$ cat config.mk
export PLATFORM = sky130hd
export DESIGN_NAME = maze_bram_writer_flat
export DESIGN_NICKNAME = d
export VERILOG_FILES = /design/src/rtl/maze_bram_writer_pkg.sv /design/src/rtl/maze_bram_writer_if.sv /design/src/rtl/maze_border_check.sv /design/src/rtl/maze_bram_writer.sv /design/src/flat_wrapper.sv
export SDC_FILE = /design/constraint.sdc
export NUM_CORES = 1
export LEC_CHECK = 0
export BUFFER_PORTS_ARGS = -buffer_cell sky130_fd_sc_hd__buf_2
export CAP_MARGIN = 15
export CORE_UTILIZATION = 50
export DETAILED_ROUTE_END_ITERATION = 7
export PLACE_DENSITY = 0.84
export RECOVER_POWER = 50
export SYNTH_ARGS = -nofsm -noshare
export SYNTH_HDL_FRONTEND = slang
export SYNTH_SLANG_ARGS = --single-unit
$ cat constraint.sdc
create_clock -name clk -period 2.8 [get_ports clk]
set_input_delay 0.28 -clock clk [delete_from_list [all_inputs] [get_ports clk]]
set_output_delay 0.28 -clock clk [all_outputs]
set_load 0.05 [all_outputs]
$ cat src/rtl/maze_bram_writer_pkg.sv
// Shared maze constants: grid geometry, cell word encoding
// and the writer FSM state type.
package maze_bram_writer_pkg;

    localparam int GRID_W = 16;
    localparam int ADDR_W = 8;
    localparam int WORD_W = 9;
    localparam int WALL_BIT = 0;
    localparam logic [WORD_W-1:0] WALL_WORD = 9'h001;
    localparam logic [WORD_W-1:0] PATH_WORD = 9'h000;

    typedef enum logic [1:0] {
        ST_IDLE,
        ST_FILL,
        ST_CMD_WR,
        ST_FINISH
    } wr_state_e;

endpackage

$ cat src/rtl/maze_bram_writer_if.sv
// Single-cell command handshake plus the BRAM write port.
// slave = writer side, master = requester/observer side.
interface maze_bram_writer_if;
    logic       cmd_valid;
    logic [7:0] cmd_addr;
    logic [8:0] cmd_data;
    logic       cmd_ready;
    logic       bram_we;
    logic [7:0] bram_addr;
    logic [8:0] bram_din;

    modport slave (
        input  cmd_valid, cmd_addr, cmd_data,
        output cmd_ready, bram_we, bram_addr, bram_din
    );

    modport master (
        output cmd_valid, cmd_addr, cmd_data,
        input  cmd_ready, bram_we, bram_addr, bram_din
    );
endinterface

$ cat src/rtl/maze_border_check.sv
// Flags cells on the outer ring of a square power-of-two grid.
module maze_border_check #(
    parameter int GRID_W = 16
) (
    input  logic [7:0] addr,
    output logic       is_border
);
    localparam int XW = $clog2(GRID_W);
    localparam logic [XW-1:0] XMAX = XW'(GRID_W - 1);
    localparam logic [7-XW:0] YMAX = (8 - XW)'(GRID_W - 1);

    logic [XW-1:0] x;
    logic [7-XW:0] y;

    assign x = addr[XW-1:0];
    assign y = addr[7:XW];
    assign is_border = (x == '0) || (x == XMAX) ||
                       (y == '0) || (y == YMAX);
endmodule

$ cat src/rtl/maze_bram_writer.sv
// Streams a fresh maze into BRAM one cell per cycle and
// services single-cell overwrites while idle.
import maze_bram_writer_pkg::*;

module maze_bram_writer #(
    parameter int GRID_W     = maze_bram_writer_pkg::GRID_W,
    parameter int DEPTH      = 256,
    parameter int START_ADDR = 17
) (
    input  logic       clk,
    input  logic       reset,
    input  logic       start,
    input  logic [7:0] density,
    input  logic [7:0] random_byte,
    output logic       busy,
    output logic       done,
    output logic [8:0] path_count,
    maze_bram_writer_if.slave bus
);
    wr_state_e  state_q, state_d;
    logic [7:0] cnt_q, cnt_d;
    logic       we_q, we_d;
    logic [7:0] addr_q, addr_d;
    logic [8:0] din_q, din_d;
    logic       busy_q, busy_d;
    logic       done_q, done_d;
    logic [8:0] pc_q, pc_d;
    logic       is_border;
    logic [8:0] fill_word;

    maze_border_check #(.GRID_W(GRID_W)) u_border (
        .addr      (cnt_q),
        .is_border (is_border)
    );

    // The start cell is forced open so the spawner always has a seat.
    always_comb begin
        if (cnt_q == 8'(START_ADDR))
            fill_word = PATH_WORD;
        else if (is_border)
            fill_word = WALL_WORD;
        else if (random_byte < density)
            fill_word = WALL_WORD;
        else
            fill_word = PATH_WORD;
    end

    always_comb begin
        state_d = state_q;
        cnt_d   = cnt_q;
        we_d    = 1'b0;
        addr_d  = addr_q;
        din_d   = din_q;
        busy_d  = busy_q;
        done_d  = 1'b0;
        pc_d    = pc_q;
        unique case (state_q)
            ST_IDLE: begin
                busy_d = 1'b0;
                if (start) begin
                    state_d = ST_FILL;
                    cnt_d   = '0;
                    pc_d    = '0;
                    busy_d  = 1'b1;
                end else if (bus.cmd_valid) begin
                    state_d = ST_CMD_WR;
                    we_d    = 1'b1;
                    addr_d  = bus.cmd_addr;
                    din_d   = bus.cmd_data;
                    busy_d  = 1'b1;
                end
            end
            ST_FILL: begin
                we_d   = 1'b1;
                addr_d = cnt_q;
                din_d  = fill_word;
                cnt_d  = cnt_q + 8'd1;
                if (fill_word == PATH_WORD && pc_q != '1)
                    pc_d = pc_q + 9'd1;
                if (cnt_q == 8'(DEPTH - 1))
                    state_d = ST_FINISH;
            end
            ST_CMD_WR: begin
                busy_d  = 1'b0;
                state_d = ST_IDLE;
            end
            ST_FINISH: begin
                done_d  = 1'b1;
                busy_d  = 1'b0;
                state_d = ST_IDLE;
            end
            default: state_d = ST_IDLE;
        endcase
    end

    always_ff @(posedge clk or posedge reset) begin
        if (reset) begin
            state_q <= ST_IDLE;
            cnt_q   <= '0;
            we_q    <= 1'b0;
            addr_q  <= '0;
            din_q   <= '0;
            busy_q  <= 1'b0;
            done_q  <= 1'b0;
            pc_q    <= '0;
        end else begin
            state_q <= state_d;
            cnt_q   <= cnt_d;
            we_q    <= we_d;
            addr_q  <= addr_d;
            din_q   <= din_d;
            busy_q  <= busy_d;
            done_q  <= done_d;
            pc_q    <= pc_d;
        end
    end

    assign bus.cmd_ready = (state_q == ST_IDLE) && !start;
    assign bus.bram_we   = we_q;
    assign bus.bram_addr = addr_q;
    assign bus.bram_din  = din_q;
    assign busy          = busy_q;
    assign done          = done_q;
    assign path_count    = pc_q;
endmodule
$ cat src/flat_wrapper.sv
// flat-port wrapper written by rule: the top's interface ports become plain ports
module maze_bram_writer_flat 
#(
    parameter int GRID_W     = maze_bram_writer_pkg::GRID_W,
    parameter int DEPTH      = 256,
    parameter int START_ADDR = 17
)
  (clk, reset, start, density, random_byte, busy, done, path_count, bus_cmd_valid, bus_cmd_addr, bus_cmd_data, bus_cmd_ready, bus_bram_we, bus_bram_addr, bus_bram_din);
  maze_bram_writer_if bus_i ();
  input  logic clk;
  input  logic reset;
  input  logic start;
  input  logic [7:0] density;
  input  logic [7:0] random_byte;
  output logic busy;
  output logic done;
  output logic [8:0] path_count;
  input wire logic [$bits(bus_i.cmd_valid)-1:0] bus_cmd_valid;
  input wire logic [$bits(bus_i.cmd_addr)-1:0] bus_cmd_addr;
  input wire logic [$bits(bus_i.cmd_data)-1:0] bus_cmd_data;
  output wire logic [$bits(bus_i.cmd_ready)-1:0] bus_cmd_ready;
  output wire logic [$bits(bus_i.bram_we)-1:0] bus_bram_we;
  output wire logic [$bits(bus_i.bram_addr)-1:0] bus_bram_addr;
  output wire logic [$bits(bus_i.bram_din)-1:0] bus_bram_din;
  assign bus_i.cmd_valid = bus_cmd_valid;
  assign bus_i.cmd_addr = bus_cmd_addr;
  assign bus_i.cmd_data = bus_cmd_data;
  assign bus_cmd_ready = bus_i.cmd_ready;
  assign bus_bram_we = bus_i.bram_we;
  assign bus_bram_addr = bus_i.bram_addr;
  assign bus_bram_din = bus_i.bram_din;
  maze_bram_writer #(.GRID_W(GRID_W), .DEPTH(DEPTH), .START_ADDR(START_ADDR)) u_core (.clk(clk), .reset(reset), .start(start), .density(density), .random_byte(random_byte), .busy(busy), .done(done), .path_count(path_count), .bus(bus_i));
endmodule
==> results.yml <==
critical_path:
  crit_required_ns: 3.00
  critPathLaunchType: "flop"
  cp_data_arrival_time_ns: 2.41
  critical-path-slowest-cell: "dfrtp_1"
  crit_path_cells: "ha_1 -> nand3_1 -> or2_2 -> nor2_1 -> ha_1 -> nor2_1 -> nand2_2 -> o21a_4 -> nand2b_2 -> mux2i_1"
  setup.worst_path.end_class: "flop"
  critical_path_peak_fanout: 7
  timing.critical_path.slowest_cell_delay_ns: 0.42
  timing_worst_setup_path_type: "flop to flop"
global_routing:
  grt_first_pass_wirelength_um: 7250
  grt_antenna_before_repair: 0
  grt_max_degree: 40
  global_route.overflow_total: 0
  grt_use_total_pct: 21.7
  vias_in_the_first_global_route: 1659
detailed_routing:
  routed_wirelength_um: 4340
  detailedRoute.firstPassIterationCount: 4
  drt_first_iter_violations: 107
  route.detailed.drc: 0
  detailroute.via_count: 1759
  ant_nets: 0
  detail_route.vias_per_cell: 5.38
  drt-wirelength-per-cell_um: 13.3
logic_synthesis:
  synth_ff_type: "dfrtp_1"
  ys_async_sr_fraction_pct: 100
  postSynthCellCount: 208
  synth_fp_nets: 257
  yosysWarningCount: 0
  synth_sequential_area_ratio_pct: 47.2
  yosys.cell_types.count: 48
  synth.cell_area_um2: 2070
  syn_area_per_cell_um2: 9.93
  synth_enable_flop_cells: 0
  synth.ff_latch_count: 39
layout:
  layout-drive-gt1-share_pct: 28.7
  fin_nets: 327
  layout.cells.most_common: "buf_2"
  most-common-layout-cells: "54 x buf_2, 39 x dfrtp_1, 27 x nor2_1"
  nFillCells: 337
  post-route-cell-area_um2: 2520
  area_delta_synth_final_pct: 21.9
  final-instance-count-excl-fill: 327
  antenna-diode-count: 0
floorplan:
  num_io_pins: 67
  rows: 22
  die_y_um: 66.3
  initial_core_utilization_pct: 54.4
  fp.dieArea_um2: 4390
  design.core.area_um2: 3800
  floorplan.die.width_um: 66.3
placement:
  postPlaceCellArea_um2: 2450
  dp_hpwl_um: 3260
  dpl.cell_count: 319
  port_buffers: 66
  finalWeightedCongestion: 0.879
sta:
  grt_setup_unrepaired: "false"
  fin_hold_ws_ns: 0.215
  setup-tns-final_ns: 0
  finalHoldViolCount: 0
  timing.max_slew.rel_slack_pct: -36.0
  timing.fmax_ghz: 0.454
  period_share_pct: 78.7
  finalMaxSlewViolations: 40
  clock_skew_ns: 0.00595
  worst_pin_slew_ns: 2.04
  final-setup-viol-count: 0
  finalWorstPathRequiredPeriod_ns: 2.20
pwr:
  power_leakage_nw: 1.31
  ir_worst_vdd_mv: 0.634
  total_power_density_per_cell_area_nw_per_um2: 930
  post-layout-total-power_mw: 2.34
clock_network:
  cts.root.buffer_cell: "clkbuf_8"
  tritoncts_clock_tree: "built"
  postcts_setup_bufs: 0
  cts-buffers-inserted: 5
  cts.htree.levels: 2
  cts_hold_repair.buffers: 0
  clkLatencyLatePin_ns: 0.28
  cts_max_path_buffers: 2
  cts.sink_count: 39
  path_clk_slew_ns: 0.08
  post_cts_resized: 0
outcome:
  violations_in_the_final_reports: "capacitance limit, slew limit"
  status: "finished with violations"
run:
  count_of_maximum_capacitance_violations: 1
min_path:
  hold_path.class: "input pin to flop"
==> path summary, 6_finish.rpt <==
| path | start | depth (start not counted) | slack, ns | to |
|---|---|---|---|---|
| worst min register to register | u_core.bus.bram_din[8] | 1 | 0.51 | u_core.bus.bram_din[8] |
| min in group asynchronous | reset | 3 | 0.72 | u_core.cnt_q[6] |
| worst max-delay path | u_core.path_count[0] | 10 | 0.60 | u_core.path_count[8] |
| max in group asynchronous | reset | 3 | 0.91 | u_core.cnt_q[1] |
| worst max register to register | u_core.path_count[0] | 10 | 0.60 | u_core.path_count[8] |
| worst min-delay path | bus_cmd_data[3] | 2 | 0.22 | u_core.bus.bram_din[3] |
==> where the power goes <==
part           total (mW)  switching [mW]  internal [mW]
Sequential          0.909           0.179          0.730
Combinational        1.06           0.731          0.333
Clock               0.368           0.195          0.173
==> stage by stage <==
stage / worst slack (ns) / utilization [%]
5_1_grt: 0.449 / 66.3
3_3_place_gp: 0.742 / 64.4
3_5_place_dp: 0.625 / 64.4
4_1_cts: 0.605 / 66.8
2_1_floorplan: 0.376 / -
6_report: 0.598 / 66.3
==> registers in the layout, summed over array words and instances (netlist names) <==
register / cells
u_core.bus.bram_addr: 8
u_core.bus.bram_din: 9
u_core.done: 1
u_core.busy: 1
u_core.state_q: 2
u_core.bus.bram_we: 1
u_core.cnt_q: 8
u_core.path_count: 9
==> logic make-up after synthesis <==
logic type      count (synthesis)  share of synthesized area [%]
flops                          39                           47.2
simple gates                   79                           18.6
compound gates                 47                           18.2
buf+inv                        22                           4.60
mux                             4                           2.00
fa+ha+maj                      12                           7.27
xor+xnor                        5                           2.12
==> Yosys cell counts (all sizes together), types with 2 or more instances <==
cell	count	area [µm²]
a21o	3	22.5
a21oi	10	50.1
a22o	9	78.8
a31oi	3	25.0
and2	2	12.5
and3	4	30.0
and4	2	18.8
buf	3	22.5
clkbuf	4	16.3
dfrtp	39	976
ha	12	150
inv	14	52.6
mux2i	3	30.0
nand2	21	83.8
nand2b	3	21.3
nand3	4	20.0
nand4	3	18.8
nor2	27	101
nor3	7	35.0
o21a	4	37.5
o21ai	4	23.8
o22ai	6	37.5
or2	3	18.8
xor2	4	35.0
==> metal layers <==
layer / global-route usage (%) / routed length [µm]
met5: 0 / 0
met4: 5.59 / 35
met3: 4.66 / 208
met2: 36.4 / 2060
met1: 28.5 / 2030
==> worst max-delay path, delay by kind of cell, from the launching register on <==
| kind | cells | cell delay [ns] |
|---|---|---|
| fa+ha+maj | 2 | 0.41 |
| simple gates | 6 | 0.86 |
| flops | 1 | 0.42 |
| mux | 1 | 0.21 |
| compound gates | 1 | 0.23 |
==> final cells by class <==
class / count / area (µm²) / share of cell area, %
multi-input combinational: 147 / 995 / 39.5
sequential: 39 / 976 / 38.8
timing repair buffer: 70 / 342 / 13.6
clock buffer: 5 / 68.8 / 2.73
tap: 48 / 60.1 / 2.39
inverter: 15 / 56.3 / 2.24
clock inverter: 3 / 20.0 / 0.795
Power figures use the tool's default switching activity.
